===== src/rtl/cpu_acc_seq.sv =====
// CPU-to-internal bus access sequencer.
// Synchronizes the CPU chip enable, issues one internal request per CPU
// access, waits a bounded time for the acknowledge, returns read data and
// pulses a ready strobe once the access has completed or timed out.
module cpu_acc_seq #(
    parameter int ADDR_W = 12,
    parameter int DATA_W = 16,
    parameter int TMO    = 255
) (
    input  logic              clk,
    input  logic              rst_,
    input  logic              pce_,
    input  logic              prnw,
    input  logic [ADDR_W-1:0] pa,
    input  logic [DATA_W-1:0] pdi,
    output logic [DATA_W-1:0] pdo,
    output logic              rdyout,
    output logic              ireq,
    output logic              iwr,
    output logic [ADDR_W-1:0] ia,
    output logic [DATA_W-1:0] idi,
    input  logic              iack,
    input  logic [DATA_W-1:0] irdat,
    output logic              tmo_err
);

    typedef enum logic [2:0] {
        IDLE = 3'd0,
        REQ  = 3'd1,
        WAIT = 3'd2,
        DONE = 3'd3,
        HOLD = 3'd4
    } state_t;

    localparam logic [9:0] TMO_CNT = 10'(TMO);

    state_t            state_q, state_d;
    logic              pce_meta_q;
    logic              pce_s_q;
    logic [9:0]        cnt_q, cnt_d;
    logic [9:0]        cnt_inc;
    logic [ADDR_W-1:0] ia_q, ia_d;
    logic [DATA_W-1:0] idi_q, idi_d;
    logic              iwr_q, iwr_d;
    logic [DATA_W-1:0] pdo_q, pdo_d;
    logic              ireq_q, ireq_d;
    logic              rdyout_q, rdyout_d;
    logic              tmo_err_q, tmo_err_d;

    assign cnt_inc = cnt_q + 10'd1;

    // Next-state and next-output computation; the pulse outputs are decoded
    // from the transition so that they appear registered in the target state.
    always_comb begin
        state_d   = state_q;
        cnt_d     = cnt_q;
        ia_d      = ia_q;
        idi_d     = idi_q;
        iwr_d     = iwr_q;
        pdo_d     = pdo_q;
        tmo_err_d = tmo_err_q;
        ireq_d    = 1'b0;
        rdyout_d  = 1'b0;
        case (state_q)
            IDLE: begin
                if (!pce_s_q) begin
                    ia_d      = pa;
                    idi_d     = pdi;
                    iwr_d     = ~prnw;
                    tmo_err_d = 1'b0;
                    cnt_d     = 10'd0;
                    ireq_d    = 1'b1;
                    state_d   = REQ;
                end
            end
            REQ, WAIT: begin
                if (pce_s_q) begin
                    state_d = IDLE;
                end else if (iack) begin
                    if (!iwr_q) begin
                        pdo_d = irdat;
                    end
                    rdyout_d = 1'b1;
                    state_d  = DONE;
                end else if (state_q == REQ) begin
                    state_d = WAIT;
                end else begin
                    cnt_d = cnt_inc;
                    if (cnt_inc == TMO_CNT) begin
                        tmo_err_d = 1'b1;
                        if (!iwr_q) begin
                            pdo_d = '1;
                        end
                        rdyout_d = 1'b1;
                        state_d  = DONE;
                    end
                end
            end
            DONE: begin
                state_d = HOLD;
            end
            HOLD: begin
                if (pce_s_q) begin
                    state_d = IDLE;
                end
            end
            default: begin
                state_d = IDLE;
            end
        endcase
    end

    // All state, the chip-enable synchronizer and the registered outputs.
    always_ff @(posedge clk or negedge rst_) begin
        if (!rst_) begin
            state_q    <= IDLE;
            pce_meta_q <= 1'b1;
            pce_s_q    <= 1'b1;
            cnt_q      <= 10'd0;
            ia_q       <= '0;
            idi_q      <= '0;
            iwr_q      <= 1'b0;
            pdo_q      <= '0;
            ireq_q     <= 1'b0;
            rdyout_q   <= 1'b0;
            tmo_err_q  <= 1'b0;
        end else begin
            state_q    <= state_d;
            pce_meta_q <= pce_;
            pce_s_q    <= pce_meta_q;
            cnt_q      <= cnt_d;
            ia_q       <= ia_d;
            idi_q      <= idi_d;
            iwr_q      <= iwr_d;
            pdo_q      <= pdo_d;
            ireq_q     <= ireq_d;
            rdyout_q   <= rdyout_d;
            tmo_err_q  <= tmo_err_d;
        end
    end

    assign pdo     = pdo_q;
    assign rdyout  = rdyout_q;
    assign ireq    = ireq_q;
    assign iwr     = iwr_q;
    assign ia      = ia_q;
    assign idi     = idi_q;
    assign tmo_err = tmo_err_q;

endmodule


===== config.mk =====
export PLATFORM = sky130hd
export DESIGN_NAME = cpu_acc_seq
export DESIGN_NICKNAME = d
export VERILOG_FILES = /design/src/rtl/cpu_acc_seq.sv
export SDC_FILE = /design/constraint.sdc
export NUM_CORES = 1
export LEC_CHECK = 0
export ABC_AREA = 1
export BUFFER_PORTS_ARGS = -buffer_cell sky130_fd_sc_hd__buf_4
export CORE_UTILIZATION = 45
export CTS_CLUSTER_DIAMETER = 120
export DETAILED_ROUTE_END_ITERATION = 12
export GPL_ROUTABILITY_DRIVEN = 1
export PLACE_DENSITY = 0.76
export SLEW_MARGIN = 15
export SYNTH_ARGS = -nofsm -noshare
export SYNTH_HDL_FRONTEND = slang
export SYNTH_SLANG_ARGS = --single-unit

===== constraint.sdc =====
create_clock -name clk -period 1.7 [get_ports clk]
set_input_delay 0.17 -clock clk [delete_from_list [all_inputs] [get_ports clk]]
set_output_delay 0.17 -clock clk [all_outputs]
set_load 0.01 [all_outputs]

==> flow_summary.json <==
{
  "drt_iter0_markers": 260,
  "power_w": 0.006819,
  "wl_per_cell_um": 12.65,
  "setup_viol": 18,
  "grt.total_usage_pct": 22.12,
  "drive_above_1_share_pct": 38.79,
  "met2_usage_pct": 35.67,
  "via_count": 2661,
  "crit_required_ns": 1.92,
  "start_util_pct": 47.34,
  "ant_nets": 0,
  "cts_tree": "done",
  "busiest_layer": "met2",
  "cts.clk_slew.worst_paths_ns": 0.07,
  "multi_input_area_mm2": 0.001219,
  "area_delta_synth_final_pct": 44.25,
  "ys_ff_latch": 63,
  "cts-root-buf": "clkbuf_8",
  "grt_max_degree": 41,
  "status": "finished, violations left",
  "antenna_found_initial": 0,
  "crit_path_start_kind": "flip-flop",
  "synthArstFlopShare_pct": 100.0,
  "timing.slew.headroom_pct": 77.41,
  "timing.fmax_ghz": 0.5573,
  "violations": "setup timing",
  "synth_common_cells": "nand2_1, dfrtp_1, inv_1",
  "numCtsBuffers": 9,
  "drv_slew": 0,
  "endpoint_kind": "flip-flop",
  "gp_congestion": 0.8376,
  "core_mm2": 0.006026,
  "yosysTopAreaCellShare_pct": 53.51,
  "critPathKind": "reg -> reg",
  "grt_pass1_wl_um": 11250,
  "power_per_cell_area_mw_per_mm2": 1657,
  "wirelength_um": 6820,
  "cap_viol_max_count": 0,
  "syn_inst": 340,
  "met3_usage_pct": 5.556,
  "layout.nets": 510,
  "port_buffers": 96,
  "gr-usage-met1_pct": 28.38,
  "clk_latency_ns": 0.33,
  "die_area_mm2": 0.006662,
  "dieWidth_um": 81.62,
  "power_leakage_nw": 2.137,
  "fillCellCount": 482,
  "route.detailed.drc": 0,
  "crit_fanout": 8,
  "layout_setup_ws_ns": -0.09433,
  "rows": 28,
  "via_per_inst": 4.937,
  "synth_ff_type": "dfrtp_1",
  "period_minus_slack_ns": 1.794,
  "io_pins": 97,
  "first_global_vias": 2548,
  "synth_area_mm2": 0.002853,
  "hold_path_class": "in -> reg",
  "rsz0062_at_grt": "true",
  "yosys.area.top_type": "dfrtp_1",
  "clock_sinks": 63,
  "dr.pass1.iters": 4,
  "yosysWarnings": 0,
  "syn_area_per_cell_um2": 8.390,
  "diodes": 0,
  "hold_viol": 0,
  "fp.dieH_um": 81.62,
  "syn_nets": 391,
  "cts_max_level": 3,
  "worst_pin_slew_ns": 0.3363,
  "yosysUniqueCellTypes": 31,
  "arrival_ns": 2.02,
  "synth_edf_count": 0,
  "regArea_mm2": 0.001580,
  "dpl-instance-area_mm2": 0.003764,
  "final_cell_area_mm2": 0.004115,
  "pre_cts_ws_ns": -0.1480,
  "synth.most_common_cell": "nand2_1",
  "dpl.hpwl_um": 4770,
  "clk_path_buf_depth": 2,
  "ys_seq_area_share_pct": 55.35,
  "clock_skew_ns": 0.008483,
  "synth.area.top_cells": "dfrtp_1, nand2_1, nand4_1",
  "peakVddDrop_uv": 891.8,
  "overflow": 0,
  "fin_crit_sh_pct": 105.5
}
routing by layer:
| layer | share of wire (%) | routed length, um |
|---|---|---|
| met2 | 50 | 3441 |
| met4 | 1.2 | 80 |
| met1 | 41 | 2814 |
| met5 | 0 | 0 |
| met3 | 7.1 | 483 |
what timing repair did:
item | CTS | global route
setup endpoints to repair | 17 | 49
pin swaps | 3 | 5
hold buffers | 3 | 0
resized for setup | 11 | 13
endpoints found under the hold margin | 25 | 0
cloned | 1 | 0
buffers inserted | 2 | 1
state kept, by name, summed over array words and instances (netlist names), 3 cells and up:
register	count
ia	12
state_q	3
idi	16
cnt_q	10
pdo	16
cells in the final DEF, fill, tap and decap left out, types with 3 or more instances in the layout:
cell and n:
nand2_1 146, buf_4 111, dfrtp_1 60, inv_1 19
nand4_1 17, or2_2 16, clkbuf_8 10, nand2_2 9
o21ai_0 9, nor2_2 8, nand3_1 8, nor2_1 6
o22ai_1 4, nor3_1 3, nand3_4 3, clkinvlp_4 3
dlygate4sd3_1 3, buf_6 3
cell type report:
class | instances | area share, %
flip-flops and latches | 63 | 38.40
multi-input cells | 243 | 29.61
repair buffers | 119 | 22.77
clock buffers | 11 | 3.436
well taps | 75 | 2.280
inverters | 23 | 2.098
clock inverters | 5 | 1.399
where the power goes:
part           total [W]  internal, W  switching [W]  leakage [nW]
combinational    0.00299      0.00141        0.00157          1.26
clock            0.00128     0.000714       0.000562        0.0916
sequential       0.00256      0.00213       0.000427         0.790
total            0.00682      0.00426        0.00256          2.14
critical path, cell delays in order (launching register included):
cell and delay, ns:
dfrtp_1 0.46, nand2_2 0.16, nor3_1 0.35, nor2_1 0.09
nand2_1 0.08, nor2_2 0.05, nand2_2 0.10, nand2_4 0.09
buf_6 0.15, o21bai_1 0.12, nor2_1 0.05
logic make-up (layout without fill, tap and decap cells):
family,Yosys count,count (layout),synth area share [%]
AND/OR/NAND/NOR,220,221,34.08
flip-flops,63,63,55.35
adder cells (fa/ha/maj),2,2,0.8771
buffers and inverters,35,158,5.175
XOR/XNOR,1,1,0.3071
AO/OA/AOI/OAI,19,19,4.210
metrics by stage:
stage	util, %	hold WS (ns)	TNS [ns]	cells
2_1_floorplan	-	-0.1256	-0.3860	340
3_3_place_gp	62.46	0.08524	-0.5692	516
3_5_place_dp	62.46	0.08769	-2.131	516
4_1_cts	67.63	0.01727	-0.9488	538
5_1_grt	68.29	0.02408	-4.261	539
6_report	68.29	0.03294	-1.208	539
path summary, 6_finish.rpt:
path,slack (ns),startpoint,depth (start not counted),end
setup / recovery,-0.09,cnt_q[3],10,state_q[0]
min in group asynchronous,0.27,rst_,2,idi[3]
setup reg to reg,-0.09,cnt_q[3],10,state_q[0]
max in group asynchronous,0.86,rst_,3,pce_meta_q
hold / removal,0.03,pdi[4],3,idi[4]
hold reg to reg,0.35,pce_meta_q,0,pce_s_q
Power figures use the tool's default switching activity.
